--- src/rtl/tdm_demux_if.sv ---
// rtl/tdm_demux_if.sv - serial-side inputs and parallel-side outputs of the TDM demux
interface tdm_demux_if #(
    parameter int N_CH  = 8,
    parameter int SEL_W = $clog2(N_CH)
) ();
    logic             in_bit;
    logic             in_valid;
    logic             frame_sync;
    logic [N_CH-1:0]  q;
    logic             q_valid;
    logic [SEL_W-1:0] sel;
    logic             locked;
    logic             sync_err;

    // Link-side driver: sends beats, observes frames and status.
    modport master (
        output in_bit,
        output in_valid,
        output frame_sync,
        input  q,
        input  q_valid,
        input  sel,
        input  locked,
        input  sync_err
    );

    // Demux side: consumes beats, produces frames and status.
    modport slave (
        input  in_bit,
        input  in_valid,
        input  frame_sync,
        output q,
        output q_valid,
        output sel,
        output locked,
        output sync_err
    );
endinterface

--- src/rtl/tdm_demux.sv ---
// rtl/tdm_demux.sv - 8:1 TDM link receiver with frame alignment tracking
module tdm_demux #(
    parameter int N_CH  = 8,
    parameter int SEL_W = $clog2(N_CH)
) (
    input  logic        clk,
    input  logic        rst,
    tdm_demux_if.slave  bus
);
    typedef enum logic {
        HUNT   = 1'b0,
        LOCKED = 1'b1
    } state_t;

    // The slot counter must address every channel exactly once per wrap.
    generate
        if (N_CH < 2 || (1 << SEL_W) != N_CH) begin : g_bad_param
            $error("tdm_demux: N_CH must be a power of 2 >= 2 and SEL_W = clog2(N_CH)");
        end
    endgenerate

    localparam logic [SEL_W-1:0] LAST_SLOT = SEL_W'(N_CH - 1);
    localparam logic [SEL_W-1:0] SLOT_ONE  = SEL_W'(1);

    state_t           state_q,    state_d;
    logic [SEL_W-1:0] sel_q,      sel_d;
    logic [N_CH-1:0]  shadow_q,   shadow_d;
    logic [N_CH-1:0]  q_q,        q_d;
    logic             q_valid_q,  q_valid_d;
    logic             sync_err_q, sync_err_d;

    // State register; reset overrides any beat presented in the same cycle.
    always_ff @(posedge clk) begin
        if (rst) begin
            state_q    <= HUNT;
            sel_q      <= '0;
            shadow_q   <= '0;
            q_q        <= '0;
            q_valid_q  <= 1'b0;
            sync_err_q <= 1'b0;
        end else begin
            state_q    <= state_d;
            sel_q      <= sel_d;
            shadow_q   <= shadow_d;
            q_q        <= q_d;
            q_valid_q  <= q_valid_d;
            sync_err_q <= sync_err_d;
        end
    end

    // Alignment FSM and slot steering; only valid beats can change anything.
    always_comb begin
        state_d    = state_q;
        sel_d      = sel_q;
        shadow_d   = shadow_q;
        q_d        = q_q;
        q_valid_d  = 1'b0;
        sync_err_d = sync_err_q;

        if (bus.in_valid) begin
            unique case (state_q)
                HUNT: begin
                    // Beats before the first marker carry no usable position.
                    if (bus.frame_sync) begin
                        shadow_d    = '0;
                        shadow_d[0] = bus.in_bit;
                        sel_d       = SLOT_ONE;
                        state_d     = LOCKED;
                    end
                end
                LOCKED: begin
                    if (bus.frame_sync) begin
                        // A marker anywhere but slot 0 means we slipped; restart
                        // the frame on this beat and drop the partial one.
                        if (sel_q != '0) begin
                            sync_err_d = 1'b1;
                        end
                        shadow_d    = '0;
                        shadow_d[0] = bus.in_bit;
                        sel_d       = SLOT_ONE;
                    end else if (sel_q == '0) begin
                        // Marker missing where it must appear: alignment lost.
                        sync_err_d = 1'b1;
                        state_d    = HUNT;
                        sel_d      = '0;
                        shadow_d   = '0;
                    end else if (sel_q == LAST_SLOT) begin
                        // Final slot goes straight to the output register.
                        q_d            = shadow_q;
                        q_d[N_CH-1]    = bus.in_bit;
                        q_valid_d      = 1'b1;
                        sel_d          = '0;
                        shadow_d       = '0;
                    end else begin
                        shadow_d[sel_q] = bus.in_bit;
                        sel_d           = sel_q + SLOT_ONE;
                    end
                end
                default: begin
                    state_d = HUNT;
                end
            endcase
        end
    end

    assign bus.q        = q_q;
    assign bus.q_valid  = q_valid_q;
    assign bus.sel      = sel_q;
    assign bus.locked   = (state_q == LOCKED);
    assign bus.sync_err = sync_err_q;
endmodule

--- src/flat_wrapper.sv ---
// flat-port wrapper written by rule: the top's interface ports become plain ports
module tdm_demux_flat 
#(
    parameter int N_CH  = 8,
    parameter int SEL_W = $clog2(N_CH)
)
  (clk, rst, bus_in_bit, bus_in_valid, bus_frame_sync, bus_q, bus_q_valid, bus_sel, bus_locked, bus_sync_err);
  tdm_demux_if #(.N_CH(N_CH), .SEL_W(SEL_W)) bus_i ();
  input  logic clk;
  input  logic rst;
  input wire logic [$bits(bus_i.in_bit)-1:0] bus_in_bit;
  input wire logic [$bits(bus_i.in_valid)-1:0] bus_in_valid;
  input wire logic [$bits(bus_i.frame_sync)-1:0] bus_frame_sync;
  output wire logic [$bits(bus_i.q)-1:0] bus_q;
  output wire logic [$bits(bus_i.q_valid)-1:0] bus_q_valid;
  output wire logic [$bits(bus_i.sel)-1:0] bus_sel;
  output wire logic [$bits(bus_i.locked)-1:0] bus_locked;
  output wire logic [$bits(bus_i.sync_err)-1:0] bus_sync_err;
  assign bus_i.in_bit = bus_in_bit;
  assign bus_i.in_valid = bus_in_valid;
  assign bus_i.frame_sync = bus_frame_sync;
  assign bus_q = bus_i.q;
  assign bus_q_valid = bus_i.q_valid;
  assign bus_sel = bus_i.sel;
  assign bus_locked = bus_i.locked;
  assign bus_sync_err = bus_i.sync_err;
  tdm_demux #(.N_CH(N_CH), .SEL_W(SEL_W)) u_core (.clk(clk), .rst(rst), .bus(bus_i));
endmodule
--- config.mk ---
export PLATFORM = sky130hd
export DESIGN_NAME = tdm_demux_flat
export DESIGN_NICKNAME = d
export VERILOG_FILES = /design/src/rtl/tdm_demux_if.sv /design/src/rtl/tdm_demux.sv /design/src/flat_wrapper.sv
export SDC_FILE = /design/constraint.sdc
export NUM_CORES = 1
export LEC_CHECK = 0
export BUFFER_PORTS_ARGS = -buffer_cell sky130_fd_sc_hd__buf_2
export CORE_MARGIN = 3
export CORE_UTILIZATION = 50
export DETAILED_ROUTE_END_ITERATION = 12
export PLACE_DENSITY = 0.81
export SYNTH_ARGS = -nofsm -noshare
export SYNTH_HDL_FRONTEND = slang
export SYNTH_SLANG_ARGS = --single-unit
export TNS_END_PERCENT = 100
--- constraint.sdc ---
create_clock -name clk -period 2.5 [get_ports clk]
set_input_delay 0.125 -clock clk [delete_from_list [all_inputs] [get_ports clk]]
set_output_delay 0.125 -clock clk [all_outputs]
set_load 0.05 [all_outputs]
==> metrics.md <==
| Metric | Value |
|---|---|
| Result of the run | `finished clean` |
| First-pass iteration count of the detailed router | `4` |
| Leading cell types in the layout, fill and taps excluded | `25 x sky130_fd_sc_hd__nand2_1, 21 x sky130_fd_sc_hd__dfxtp_1, 19 x sky130_fd_sc_hd__a21oi_1` |
| Estimated wirelength of the detail-placed design | `1432 µm` |
| Hold wc startpoint | `bus_in_bit` |
| Startpoint-to-endpoint class of the critical path | `flop to flop` |
| IO buf count | `18` |
| Max-capacitance violation count | `0` |
| Transition time at the pin with the least slew margin | `approximately 460 ps` |
| Power density over cell area | `between 500 and 600 nW/µm²` |
| DRC violations left | `0` |
| Sequential fraction of the synthesis area | `42.59%` |
| I/O Pins | `19` |
| Sink count of the clock tree | `21` |
| CP endpoint kind | `flop` |
| Mapped cell area | `just under 1000 µm²` |
| Share of final-layout standard cells stronger than drive strength 1 | `17.27%` |
| Worst hold margin | `between 70 and 80 ps` |
| Core utilization of the finished layout | `61.32%` |
| Core area | `1802 µm²` |
| Die Area | `roughly 2500 µm²` |
| Routability congestion estimate from global placement | `approximately 0.82` |
| Number of hold-slack violations in the final timing report | `0` |
| Number of antenna violations at the first check in global routing | `0` |
| Number of standard-cell rows in the floorplan | `15` |
| Post-DRT Antenna Nets | `0` |
| Vertical die dimension | `50.44 µm` |
| Number of cells in the finished layout apart from fillers | `164` |
| Setup repair bufs after CTS | `0` |
| Overall Global Routing Usage | `between 10% and 20%` |
| Number of buffers created by CTS | `3` |
| Final critical-path share of the clock period | `just under 80%` |
| Fmax | `0.5188 GHz` |
| Number of distinct library cells after synthesis | `29` |
| Total of warnings raised by yosys | `0` |
| CTS hold repair buffers | `0` |
| Total leakage power | `0.4440 nW` |
| Synthesized netlist net count | `133` |
| Clock buffer depth | `2` |
| Maximum clock skew at final layout | `between 5 and 6 ps` |
| Total global routing overflow | `0` |
| Startpoint type of the worst setup path | `flop` |
| Clock Tree Root | `sky130_fd_sc_hd__clkbuf_4` |
| Data required time at the worst endpoint | `approximately 2800 ps` |
| TritonCTS clock tree | `built` |
| Headroom to the max-slew limit | `69.22%` |
| Drt first-iter violations | `26` |
| Crit path arrival time | `2170 ps` |
| Min cycle time layout | `just under 2000 ps` |
| H-tree levels | `1` |
| Global-route wire length before repair | `3525 µm` |
| Startpoint of the worst-slack reg-to-reg timing path | `u_core.bus.sel[0]` |
| Net count of the finished layout | `150` |
| IR Drop Worst-Case VDD | `0.0002989 V` |
| Final total power | `0.0005629 W` |
| Number of cells after detailed placement | `160` |
| Via count of the routed design | `870` |
| Most common cell after layout, fill and taps aside | `sky130_fd_sc_hd__nand2_1` |
| Initial cell density of the core | `a little over half` |
| Type of the tightest min-delay check | `primary input to flop` |
| Depth of the worst register-to-register path | `8` |
| Post-synthesis to final-layout area growth | `11.91%` |
| Latest clock arrival within the worst-skew pair | `between 300 and 400 ps` |
| Die Span X | `50.44 µm` |
| Vias/cell | `5.305` |
| Cells after Synth | `123` |
| Vias in the first global route | `813` |
| Final setup violation count | `0` |
| Total Wirelength | `1913 µm` |
| Setup crit start | `u_core.bus.sel[0]` |
| Max-slew violation count | `0` |
| Clk slew on worst S/H paths | `120 ps` |
| Unrepaired setup endpoints after global routing | `false` |
| Worst-path maximum fanout | `10` |
| Diode count | `0` |
| Pin count of the biggest net entering global routing | `22` |
| Mapped Avg Cell Area | `8.026 µm²` |
| Post_cts resized | `0` |
| Number of register bits inferred by synthesis | `21` |
| Average routed wire per standard cell | `11.66 µm` |
| Sum of negative setup slack | `0 ps` |
| Cell count of the worst hold path | `3` |
per-stage QoR:
| stage | cell area [µm²] | setup slack [ps] |
|---|---|---|
| 2_1_floorplan | 987.2 | 358.0 |
| 4_1_cts | 1105 | 527.2 |
| 6_report | 1105 | 572.4 |
| 3_3_place_gp | 1077 | 703.5 |
| 5_1_grt | 1105 | 265.7 |
| 3_5_place_dp | 1077 | 586.4 |
registers in the layout, indices dropped and copies added (netlist names):
register	cells
u_core.bus.q	8
u_core.shadow_q	7
u_core.bus.sel	3
u_core.bus.locked	1
u_core.bus.q_valid	1
u_core.bus.sync_err	1
cell type report:
type | instances | area, µm²
clock inverter | 1 | 5.005
multi-input combinational | 90 | 513.0
clock buffer | 3 | 22.52
sequential | 21 | 420.4
inverter | 6 | 22.52
timing repair buffer | 18 | 90.09
fill | 170 | 696.9
tap | 25 | 31.28
path summary, 6_finish.rpt:
check                    end  slack, ps
min          u_core.bus.q[7]         80
max          u_core.bus.q[3]        570
min reg2reg  u_core.bus.q[6]        460
max reg2reg  u_core.bus.q[3]        570
Yosys cell counts, drive strengths merged:
cell / number / area [µm²]
dfxtp: 21 / 420.4
nor2b: 2 / 12.51
a22oi: 1 / 7.510
o211ai: 1 / 7.510
nand2: 25 / 93.84
nand3b: 7 / 52.55
o21bai: 1 / 11.26
nand2b: 4 / 25.02
nor3: 5 / 30.03
and2: 1 / 6.260
ha: 5 / 62.56
nand4: 1 / 6.260
nor4: 1 / 6.260
a211oi: 1 / 7.510
nor2: 6 / 22.52
a32o: 1 / 10.01
and3: 2 / 12.51
buf: 3 / 20.01
clkbuf: 3 / 11.26
o21ai: 3 / 15.01
nand3: 1 / 5.000
a32oi: 1 / 8.760
nor4b: 1 / 8.760
or2: 1 / 6.260
a21oi: 19 / 95.09
inv: 6 / 22.52
power by group:
group / total [W] / internal (W) / switching (W)
clock: 0.000162 / 0.0000597 / 0.000102
combinational: 0.0000556 / 0.0000166 / 0.0000390
sequential: 0.000345 / 0.000338 / 0.00000678
total: 0.000563 / 0.000415 / 0.000148
cells by family after synthesis:
kind of cell | share of synthesized area [%]
AO/OA/AOI/OAI | 16.48
adder cells (fa/ha/maj) | 6.337
buffers and inverters | 5.449
flip-flops | 42.59
AND/OR/NAND/NOR | 29.15
critical path, cell delays in order, from the launching register on:
cell and delay, ps:
sky130_fd_sc_hd__dfxtp_1 410, sky130_fd_sc_hd__inv_1 100, sky130_fd_sc_hd__ha_1 190, sky130_fd_sc_hd__nor2b_1 420
sky130_fd_sc_hd__inv_1 90, sky130_fd_sc_hd__ha_1 200, sky130_fd_sc_hd__nand3_1 220, sky130_fd_sc_hd__nand2_1 90
sky130_fd_sc_hd__a21oi_1 150
routing by layer:
metal | wire length [µm] | vias up | global-route usage (%)
li1 | - | 452 | -
met1 | 951 | 396 | 24.82
met2 | 848 | 18 | 26.30
met3 | 72 | 4 | 2.671
met4 | 42 | 0 | 9.865
met5 | 0 | - | 0
(Power assumes the default switching activity.)
